===== config.mk =====
export PLATFORM = sky130hd
export DESIGN_NAME = ahb_read_dma_master
export DESIGN_NICKNAME = d
export VERILOG_FILES = /design/src/rtl/ahb_read_dma_master.sv
export SDC_FILE = /design/constraint.sdc
export NUM_CORES = 1
export LEC_CHECK = 0
export CAP_MARGIN = 10
export CORE_MARGIN = 4
export CORE_UTILIZATION = 52
export CTS_BUF_LIST = sky130_fd_sc_hd__clkbuf_4
export CTS_CLUSTER_DIAMETER = 80
export CTS_CLUSTER_SIZE = 10
export DETAILED_ROUTE_END_ITERATION = 10
export PLACE_DENSITY = 0.95
export SYNTH_ARGS = -nofsm -noshare
export SYNTH_HDL_FRONTEND = slang
export SYNTH_SLANG_ARGS = --single-unit

===== constraint.sdc =====
create_clock -name HCLK -period 4.4 [get_ports HCLK]
set_input_delay 0.88 -clock HCLK [delete_from_list [all_inputs] [get_ports HCLK]]
set_output_delay 0.88 -clock HCLK [all_outputs]
set_load 0.02 [all_outputs]

===== src/rtl/ahb_read_dma_master.sv =====
// ---------------------------------------------------------------------------
// ahb_read_dma_master
//
// AHB-Lite read-only DMA master. A one-cycle i_start request latches a start
// address and a byte length. The block then issues an INCR read burst of
// ceil(i_len / (DATA_W/8)) beats with pipelined address and data phases, and
// returns each beat on o_rdata/o_rdata_valid. The address steps up or down by
// one beat per accepted transfer. The step direction is a parameter, and the
// address wraps modulo 2^32. A beat whose next address falls into a new 1 KB
// page is issued as NONSEQ. A two-cycle ERROR response cancels the remaining
// beats and finishes the transfer with o_done and o_error together.
//
// Parameters
//   DATA_W     beat width in bits (32 or 64)
//   LEN_W      width of the byte-length input and of the beat counter
//   ADDR_DOWN  0 = incrementing addresses, 1 = decrementing addresses
//
// Ports
//   HCLK           bus clock, rising-edge active
//   HRESET         synchronous active-high reset
//   i_start        one-cycle transfer request, honoured only when idle
//   i_addr         start byte address, beat-aligned
//   i_len          transfer length in bytes (0 = no bus activity)
//   o_busy         transfer in progress (cycle after start through o_done)
//   o_done         one-cycle completion pulse
//   o_error        one-cycle pulse with o_done when aborted by ERROR
//   HADDR/HTRANS/HWRITE/HSIZE/HBURST  AHB-Lite address-phase outputs
//   HRDATA/HREADY/HRESP               AHB-Lite slave response
//   o_rdata        registered read beat
//   o_rdata_valid  one-cycle qualifier for o_rdata
// ---------------------------------------------------------------------------
module ahb_read_dma_master #(
  parameter int unsigned DATA_W    = 32,
  parameter int unsigned LEN_W     = 16,
  parameter bit          ADDR_DOWN = 1'b0
) (
  input  logic              HCLK,
  input  logic              HRESET,
  input  logic              i_start,
  input  logic [31:0]       i_addr,
  input  logic [LEN_W-1:0]  i_len,
  output logic              o_busy,
  output logic              o_done,
  output logic              o_error,
  output logic [31:0]       HADDR,
  output logic [1:0]        HTRANS,
  output logic              HWRITE,
  output logic [2:0]        HSIZE,
  output logic [2:0]        HBURST,
  input  logic [DATA_W-1:0] HRDATA,
  input  logic              HREADY,
  input  logic              HRESP,
  output logic [DATA_W-1:0] o_rdata,
  output logic              o_rdata_valid
);

  localparam int unsigned BPB    = DATA_W / 8;
  localparam int unsigned BSHIFT = (DATA_W == 64) ? 3 : 2;
  localparam logic [31:0] STEP   = ADDR_DOWN ? (32'd0 - 32'(BPB)) : 32'(BPB);
  localparam logic [2:0]  SIZE   = (DATA_W == 64) ? 3'b011 : 3'b010;

  localparam logic [1:0] TR_IDLE   = 2'b00;
  localparam logic [1:0] TR_NONSEQ = 2'b10;
  localparam logic [1:0] TR_SEQ    = 2'b11;

  localparam logic [2:0] S_IDLE  = 3'd0;
  localparam logic [2:0] S_FIRST = 3'd1;
  localparam logic [2:0] S_BURST = 3'd2;
  localparam logic [2:0] S_LAST  = 3'd3;
  localparam logic [2:0] S_DONE  = 3'd4;

  logic [2:0]        state;
  logic [31:0]       haddr_q;
  logic [1:0]        htrans_q;
  logic [2:0]        hsize_q;
  logic [LEN_W-1:0]  acnt;       // addresses still to be accepted
  logic              dphase;     // a beat is currently in its data phase
  logic [DATA_W-1:0] rdata_q;
  logic              rvalid_q;
  logic              done_q;
  logic              error_q;

  logic [LEN_W:0]    len_round;
  logic [LEN_W-1:0]  beats;
  logic [31:0]       addr_next;
  logic              page_cross;
  logic              addr_accept;
  logic              err_first;
  logic              err_last;
  logic              beat_ok;

  // Beat count rounded up; one extra bit keeps the rounding add from overflowing.
  always_comb begin
    len_round = {1'b0, i_len} + (LEN_W+1)'(BPB - 1);
    beats     = LEN_W'(len_round >> BSHIFT);
  end

  assign addr_next  = haddr_q + STEP;
  assign page_cross = (addr_next[31:10] != haddr_q[31:10]);

  assign err_first = dphase && HRESP && !HREADY;
  assign err_last  = dphase && HRESP &&  HREADY;
  assign beat_ok   = dphase && HREADY && !HRESP;

  // The pending address phase is withdrawn to IDLE in the first ERROR cycle
  // itself, so HTRANS is masked combinationally rather than waiting a clock.
  assign HTRANS      = (dphase && HRESP) ? TR_IDLE : htrans_q;
  assign addr_accept = HREADY && HTRANS[1];

  always_ff @(posedge HCLK) begin
    if (HRESET) begin
      state    <= S_IDLE;
      haddr_q  <= '0;
      htrans_q <= TR_IDLE;
      hsize_q  <= '0;
      acnt     <= '0;
      dphase   <= 1'b0;
      rdata_q  <= '0;
      rvalid_q <= 1'b0;
      done_q   <= 1'b0;
      error_q  <= 1'b0;
    end else begin
      rvalid_q <= beat_ok;
      if (beat_ok) begin
        rdata_q <= HRDATA;
      end
      done_q  <= 1'b0;
      error_q <= 1'b0;

      // An accepted address opens a data phase; a completed data phase with
      // no new address closes it.
      if (HREADY) begin
        dphase <= addr_accept;
      end

      if (err_last) begin
        htrans_q <= TR_IDLE;
        state    <= S_DONE;
        done_q   <= 1'b1;
        error_q  <= 1'b1;
      end else if (err_first) begin
        htrans_q <= TR_IDLE;
        state    <= S_LAST;
      end else begin
        case (state)
          S_IDLE: begin
            if (i_start) begin
              acnt <= beats;
              if (beats == '0) begin
                state  <= S_DONE;
                done_q <= 1'b1;
              end else begin
                haddr_q  <= i_addr;
                hsize_q  <= SIZE;
                htrans_q <= TR_NONSEQ;
                state    <= S_FIRST;
              end
            end
          end
          S_FIRST, S_BURST: begin
            if (addr_accept) begin
              acnt <= acnt - LEN_W'(1);
              if (acnt == LEN_W'(1)) begin
                htrans_q <= TR_IDLE;
                state    <= S_LAST;
              end else begin
                haddr_q  <= addr_next;
                htrans_q <= page_cross ? TR_NONSEQ : TR_SEQ;
                state    <= S_BURST;
              end
            end
          end
          S_LAST: begin
            if (!dphase || HREADY) begin
              state  <= S_DONE;
              done_q <= 1'b1;
            end
          end
          S_DONE: begin
            state <= S_IDLE;
          end
          default: begin
            state <= S_IDLE;
          end
        endcase
      end
    end
  end

  assign HADDR         = haddr_q;
  assign HSIZE         = hsize_q;
  assign HWRITE        = 1'b0;
  assign HBURST        = 3'b001;
  assign o_busy        = (state != S_IDLE);
  assign o_done        = done_q;
  assign o_error       = error_q;
  assign o_rdata       = rdata_q;
  assign o_rdata_valid = rvalid_q;

endmodule

==> flow_summary.ini, run 1 <==
[global_route]
antenna_found_initial = 1
grt_max_degree = 63
grt_pass1_wl_mm = 26.5
grt_overflow = 0
grt_usage_pct = 27.9
grt_util_met3_pct = 6.74
grt_use_met2_pct = 47.8
grt_pass1_vias = 5530
grtUsageMet1_pct = 34.0
grt_busiest_layer = met2

[drt]
wl_mm = 16.8
drtAntennaViolNets = 0
post_drt_via_cell_ratio = 6.22
dr.pass1.iters = 5
drt-initial-drc-count = 584
vias = 5885
wl_per_cell_um = 17.7
drc = 0

[place]
globalplace.congestion = 0.978
io_buffers = 155
dp_hpwl_mm = 11.7
dp_cells = 928

[cts]
hold_buffers = 0
cts_buffers = 9
h-tree-depth = 3
cts_root_buf = clkbuf_4
cts_num_sinks = 90
ctsResizeCount = 0
cts_tree = built
path_clk_slew_ns = 0.16
ctsLongestPathBuffers = 2
clkLatencyLatePin_ns = 0.46
cts_setup_buffers = 0

[power_and_ir_drop]
leakage_nw = 2.30
ir_worst_vdd_uv = 387
power_per_cell_area_nw_per_um2 = 606

[cells_and_area]
fin_nets = 899
area_delta_synth_final_pct = 34.3
drive_gt1_share_pct = 5.88
final_cells = 946

[critical_path]
rrSetupSlack_ns = 1.65
endpoint_kind = primary output
criticalPathCategory = in2out
critPathMaxFanout = 9
arrival_ns = 2.50
start_kind = input pin
cp.required_ns = 3.52

[synth]
yosysSeqAreaShare_pct = 35.4
async_flop_share_pct = 0
synth_area_per_cell_sq_um = 7.45
ys_types = 62
synth_edf_count = 0
syn-cell-area_sq_um = 5100
ys_ff_latch = 90
ys.warnings.count = 0
synth_flop_cell = dfxtp_1
syn_inst = 684

[sta]
max_slew.worst_pin.slew_ns = 1.09
fmax_mhz = 296
period_needed_ns = 3.38
finClkSkew_ns = 0.0266
rsz0062_at_grt = no
hold_slack_ns = 0.464
fin_crit_sh_pct = 76.8
setup_tns_ns = 0
final_hold_viol_count = 0
relSlewSlack_pct = 27.1
finalSetupViolCount = 0
maxSlewViolCount = 0

[floorplan]
chipWidth_um = 107
fp.dieH_um = 107
die-area_sq_um = 11400
core_sq_um = 9370
start_util_pct = 54.4
std_cell_rows = 35
ios = 162

[hold_path]
min_path_type = reg2reg

[run_status]
outcome = complete, no violations

[job]
cap_violations = 0
[cells in the final DEF (no fill, tap or decap), drive strengths merged, types with 6 or more instances in the layout]
cell / count
a22oi: 8
or3: 11
dfxtp: 90
xnor2: 9
conb: 6
and3: 9
o21ai: 34
inv: 14
o211ai: 8
o32ai: 10
nand4: 10
a31oi: 13
clkbuf: 10
nor4: 16
nor2: 38
nor3: 23
nand3: 32
o22ai: 8
buf: 10
nand2: 135
a21oi: 85
a32o: 7
clkdlybuf4s50: 154
[cell usage after synthesis, drive strengths merged, types with 7 or more instances]
cell type / instances / share of area [%]
nand2: 135 / 10
dfxtp: 90 / 35
a21oi: 85 / 8.4
nor2: 38 / 2.9
clkbuf: 37 / 2.7
o21ai: 34 / 3.5
nand3: 32 / 3.1
nor3: 23 / 2.6
nor4: 16 / 3.0
buf: 15 / 2.0
a31oi: 13 / 1.6
inv: 13 / 0.96
or3: 11 / 1.4
nand4: 10 / 1.2
o32ai: 10 / 1.7
and3: 9 / 1.1
xnor2: 9 / 1.5
a22oi: 8 / 1.2
o211ai: 8 / 1.4
o22ai: 8 / 0.98
a32o: 7 / 1.4
[critical path, cell delays in order]
cell and delay (ns):
clkdlybuf4s50_1 0.51, nand2_1 0.29, and2_1 0.20, clkdlybuf4s50_1 0.61
[sequential cells by signal, summed over array words and instances (netlist names)]
name and count:
HADDR 32, HSIZE 1, acnt 16, dphase 1, htrans_q 2, o_done 1
o_error 1, o_rdata 32, o_rdata_valid 1, state 3
[area by class of cell]
| class | instances | area, sq um |
|---|---|---|
| Multi-Input combinational cell | 533 | 3020 |
| Fill cell | 689 | 2530 |
| Sequential cell | 90 | 1800 |
| Timing Repair Buffer | 164 | 1630 |
| Tap cell | 129 | 161 |
| Clock inverter | 6 | 101 |
| Clock buffer | 10 | 75.1 |
| Inverter | 13 | 48.8 |
| Antenna cell | 1 | 2.50 |
[where the power goes]
part | leakage [nW] | internal [W] | switching, W
clock network | 0.0900 | 0.000244 | 0.000309
logic | 1.48 | 0.000902 | 0.00144
registers | 0.733 | 0.00101 | 0.000247
total | 2.30 | 0.00216 | 0.00199
[path summary, 6_finish.rpt]
kind / start / end / cells after the start
hold / removal: o_rdata[4]$_SDFFE_PP0P_ / o_rdata[4]$_SDFFE_PP0P_ / 2
setup reg to reg: acnt[4]$_SDFFE_PP0P_ / HADDR[12]$_SDFFE_PP0P_ / 6
setup / recovery: HRESP / HTRANS[1] / 4
hold reg to reg: o_rdata[4]$_SDFFE_PP0P_ / o_rdata[4]$_SDFFE_PP0P_ / 2
[metrics by stage]
step           total power [W]  area (sq um)  utilization (%)  setup slack (ns)
4_1_cts                0.00408          6810             72.7              1.03
2_1_floorplan          0.00282          5110                -              1.97
3_3_place_gp           0.00344          6640             70.8             0.899
3_5_place_dp           0.00353          6640             70.8             0.774
6_report               0.00415          6840             73.0              1.02
5_1_grt                0.00441          6840             73.0             0.939
[per-layer routing]
metal	vias up	wire length [um]
met3	59	1570
met5	-	0
met1	2729	6350
met4	0	604
li1	2733	-
met2	364	8250
[logic make-up after synthesis]
group / Yosys count / share of synthesized area (%)
flops: 90 / 35.4
other cells: 2 / 0.147
xor+xnor: 14 / 2.41
fa+ha+maj: 3 / 0.737
buf+inv: 65 / 5.70
compound gates: 209 / 26.4
mux: 3 / 0.687
simple gates: 298 / 28.6
Note: power is estimated with default switching activity, not from simulation.
==> inputs of run 2 (changes only) <==
--- a/config.mk
+++ b/config.mk
@@ -7,12 +7,12 @@
 export LEC_CHECK = 0
 export CAP_MARGIN = 10
 export CORE_MARGIN = 4
-export CORE_UTILIZATION = 52
+export CORE_UTILIZATION = 48
 export CTS_BUF_LIST = sky130_fd_sc_hd__clkbuf_4
 export CTS_CLUSTER_DIAMETER = 80
 export CTS_CLUSTER_SIZE = 10
 export DETAILED_ROUTE_END_ITERATION = 10
-export PLACE_DENSITY = 0.95
+export PLACE_DENSITY = 0.89
 export SYNTH_ARGS = -nofsm -noshare
 export SYNTH_HDL_FRONTEND = slang
 export SYNTH_SLANG_ARGS = --single-unit
==> constraint.sdc (replaced) <==
create_clock -name HCLK -period 3.48 [get_ports HCLK]
set_input_delay 0.696 -clock HCLK [delete_from_list [all_inputs] [get_ports HCLK]]
set_output_delay 0.696 -clock HCLK [all_outputs]
set_load 0.02 [all_outputs]
==> flow_summary.ini, run 2 (synthesis gave the netlist of run 1 again) <==
[critical_path]
cp.required_ns = 2.78
criticalPathCategory = in2out
cp_top_family = buffers and inverters
crit_slowest_cell = clkdlybuf4s50_1
critPathBufInv = 2
crit_chain = clkdlybuf4s50_1 -> nand2_1 -> and2_1 -> clkdlybuf4s50_1
critPathMostFrequentCell = clkdlybuf4s50_1
arrival_ns = 2.28
critPathMaxFanout = 9
cpPeakStageDelay_ns = 0.59
endpoint_kind = primary output
start_kind = input pin

[global_route]
grt_max_degree = 64
grt_overflow = 0
grt_pass1_vias = 5374
antenna_found_initial = 0
grt_pass1_wl_mm = 26.4
grt_usage_pct = 25.2

[sta]
rsz0062_at_grt = no
period_needed_ns = 2.98
finalSetupViolCount = 0
max_slew.worst_pin.slew_ns = 1.16
fin_crit_sh_pct = 85.5
hold_slack_ns = 0.465
final_hold_viol_count = 0
maxSlewViolCount = 0
setup_tns_ns = 0
fmax_mhz = 336
finClkSkew_ns = 0.0298
relSlewSlack_pct = 22.5

[cts]
cts_num_sinks = 90
cts_tree = built
clkLatencyLatePin_ns = 0.46
h-tree-depth = 3
path_clk_slew_ns = 0.16
cts_root_buf = clkbuf_4
ctsLongestPathBuffers = 2
ctsResizeCount = 0
cts_buffers = 9
cts_setup_buffers = 0
hold_buffers = 0

[cells_and_area]
fin_nets = 902
drive_gt1_share_pct = 6.23
most-common-layout-cells = clkdlybuf4s50_1 (154), nand2_1 (134), dfxtp_1 (90)
fill_cells = 868
area_delta_synth_final_pct = 34.2
final_common_cell = clkdlybuf4s50_1

[drt]
drtAntennaViolNets = 0
wl_mm = 16.2
vias = 5787
drc = 0
drt-initial-drc-count = 507
dr.pass1.iters = 6
wl_per_cell_um = 16.9
post_drt_via_cell_ratio = 6.05

[run_status]
outcome = complete, no violations

[job]
cap_violations = 0

[floorplan]
chipWidth_um = 111
ios = 162
core_sq_um = 10300
start_util_pct = 49.4
die-area_sq_um = 12300
fp.dieH_um = 111
std_cell_rows = 37

[power_and_ir_drop]
ir_worst_vdd_uv = 565
leakage_nw = 2.30
power_per_cell_area_nw_per_um2 = 761

[place]
io_buffers = 155
dp_hpwl_mm = 11.6
globalplace.congestion = 0.923

[hold_path]
min_path_type = reg2reg
run 2: through the flow:
stage	cells	total power, W	setup slack (ns)	area (sq um)	utilization, %
after floorplan	688	0.00356	1.23	5110	-
after global placement	939	0.00438	0.397	6680	64.7
after detailed placement	939	0.00450	0.319	6680	64.7
after CTS	955	0.00514	0.527	6830	66.2
after global routing	955	0.00553	0.442	6830	66.2
final	956	0.00520	0.505	6840	66.2
run 2: worst paths after layout:
check                                start  cells past startpoint  slack, ns                  endpoint
setup / recovery                     HRESP                      4       0.50                 HTRANS[0]
hold / removal    o_rdata[17]$_SDFFE_PP0P_                      2       0.46  o_rdata[17]$_SDFFE_PP0P_
setup reg to reg      acnt[4]$_SDFFE_PP0P_                      6       0.64    HADDR[18]$_SDFFE_PP0P_
hold reg to reg   o_rdata[17]$_SDFFE_PP0P_                      2       0.46  o_rdata[17]$_SDFFE_PP0P_
run 2: worst register-to-register path, delay by kind of cell, from the launching register on:
kind | cells | cell delay (ns)
compound gates | 2 | 0.63
flops | 1 | 0.38
simple gates | 4 | 1.75
run 2: area by class of cell:
| cell class | instances | area, sq um | area share (%) |
|---|---|---|---|
| inverter | 13 | 48.8 | 0.714 |
| multi-input combinational | 533 | 3020 | 44.2 |
| tap | 136 | 170 | 2.49 |
| sequential | 90 | 1800 | 26.4 |
| clock inverter | 7 | 90.1 | 1.32 |
| antenna | 1 | 2.50 | 0.0366 |
| timing repair buffer | 167 | 1640 | 23.9 |
| clock buffer | 9 | 67.6 | 0.988 |
run 2: metal layers:
| metal | vias to the layer above | routed length [um] | GRT usage [%] |
|---|---|---|---|
| met5 | - | 0 | 0 |
| met3 | 46 | 1350 | 5.02 |
| met4 | 0 | 422 | 8.52 |
| met1 | 2693 | 6380 | 31.7 |
| li1 | 2748 | - | - |
| met2 | 300 | 8030 | 43.0 |
run 2: report_power, final:
| group | switching (W) | total, W | internal [W] |
|---|---|---|---|
| logic | 0.00180 | 0.00296 | 0.00115 |
| clock network | 0.000414 | 0.000651 | 0.000237 |
| registers | 0.000313 | 0.00159 | 0.00128 |
| total | 0.00253 | 0.00520 | 0.00267 |
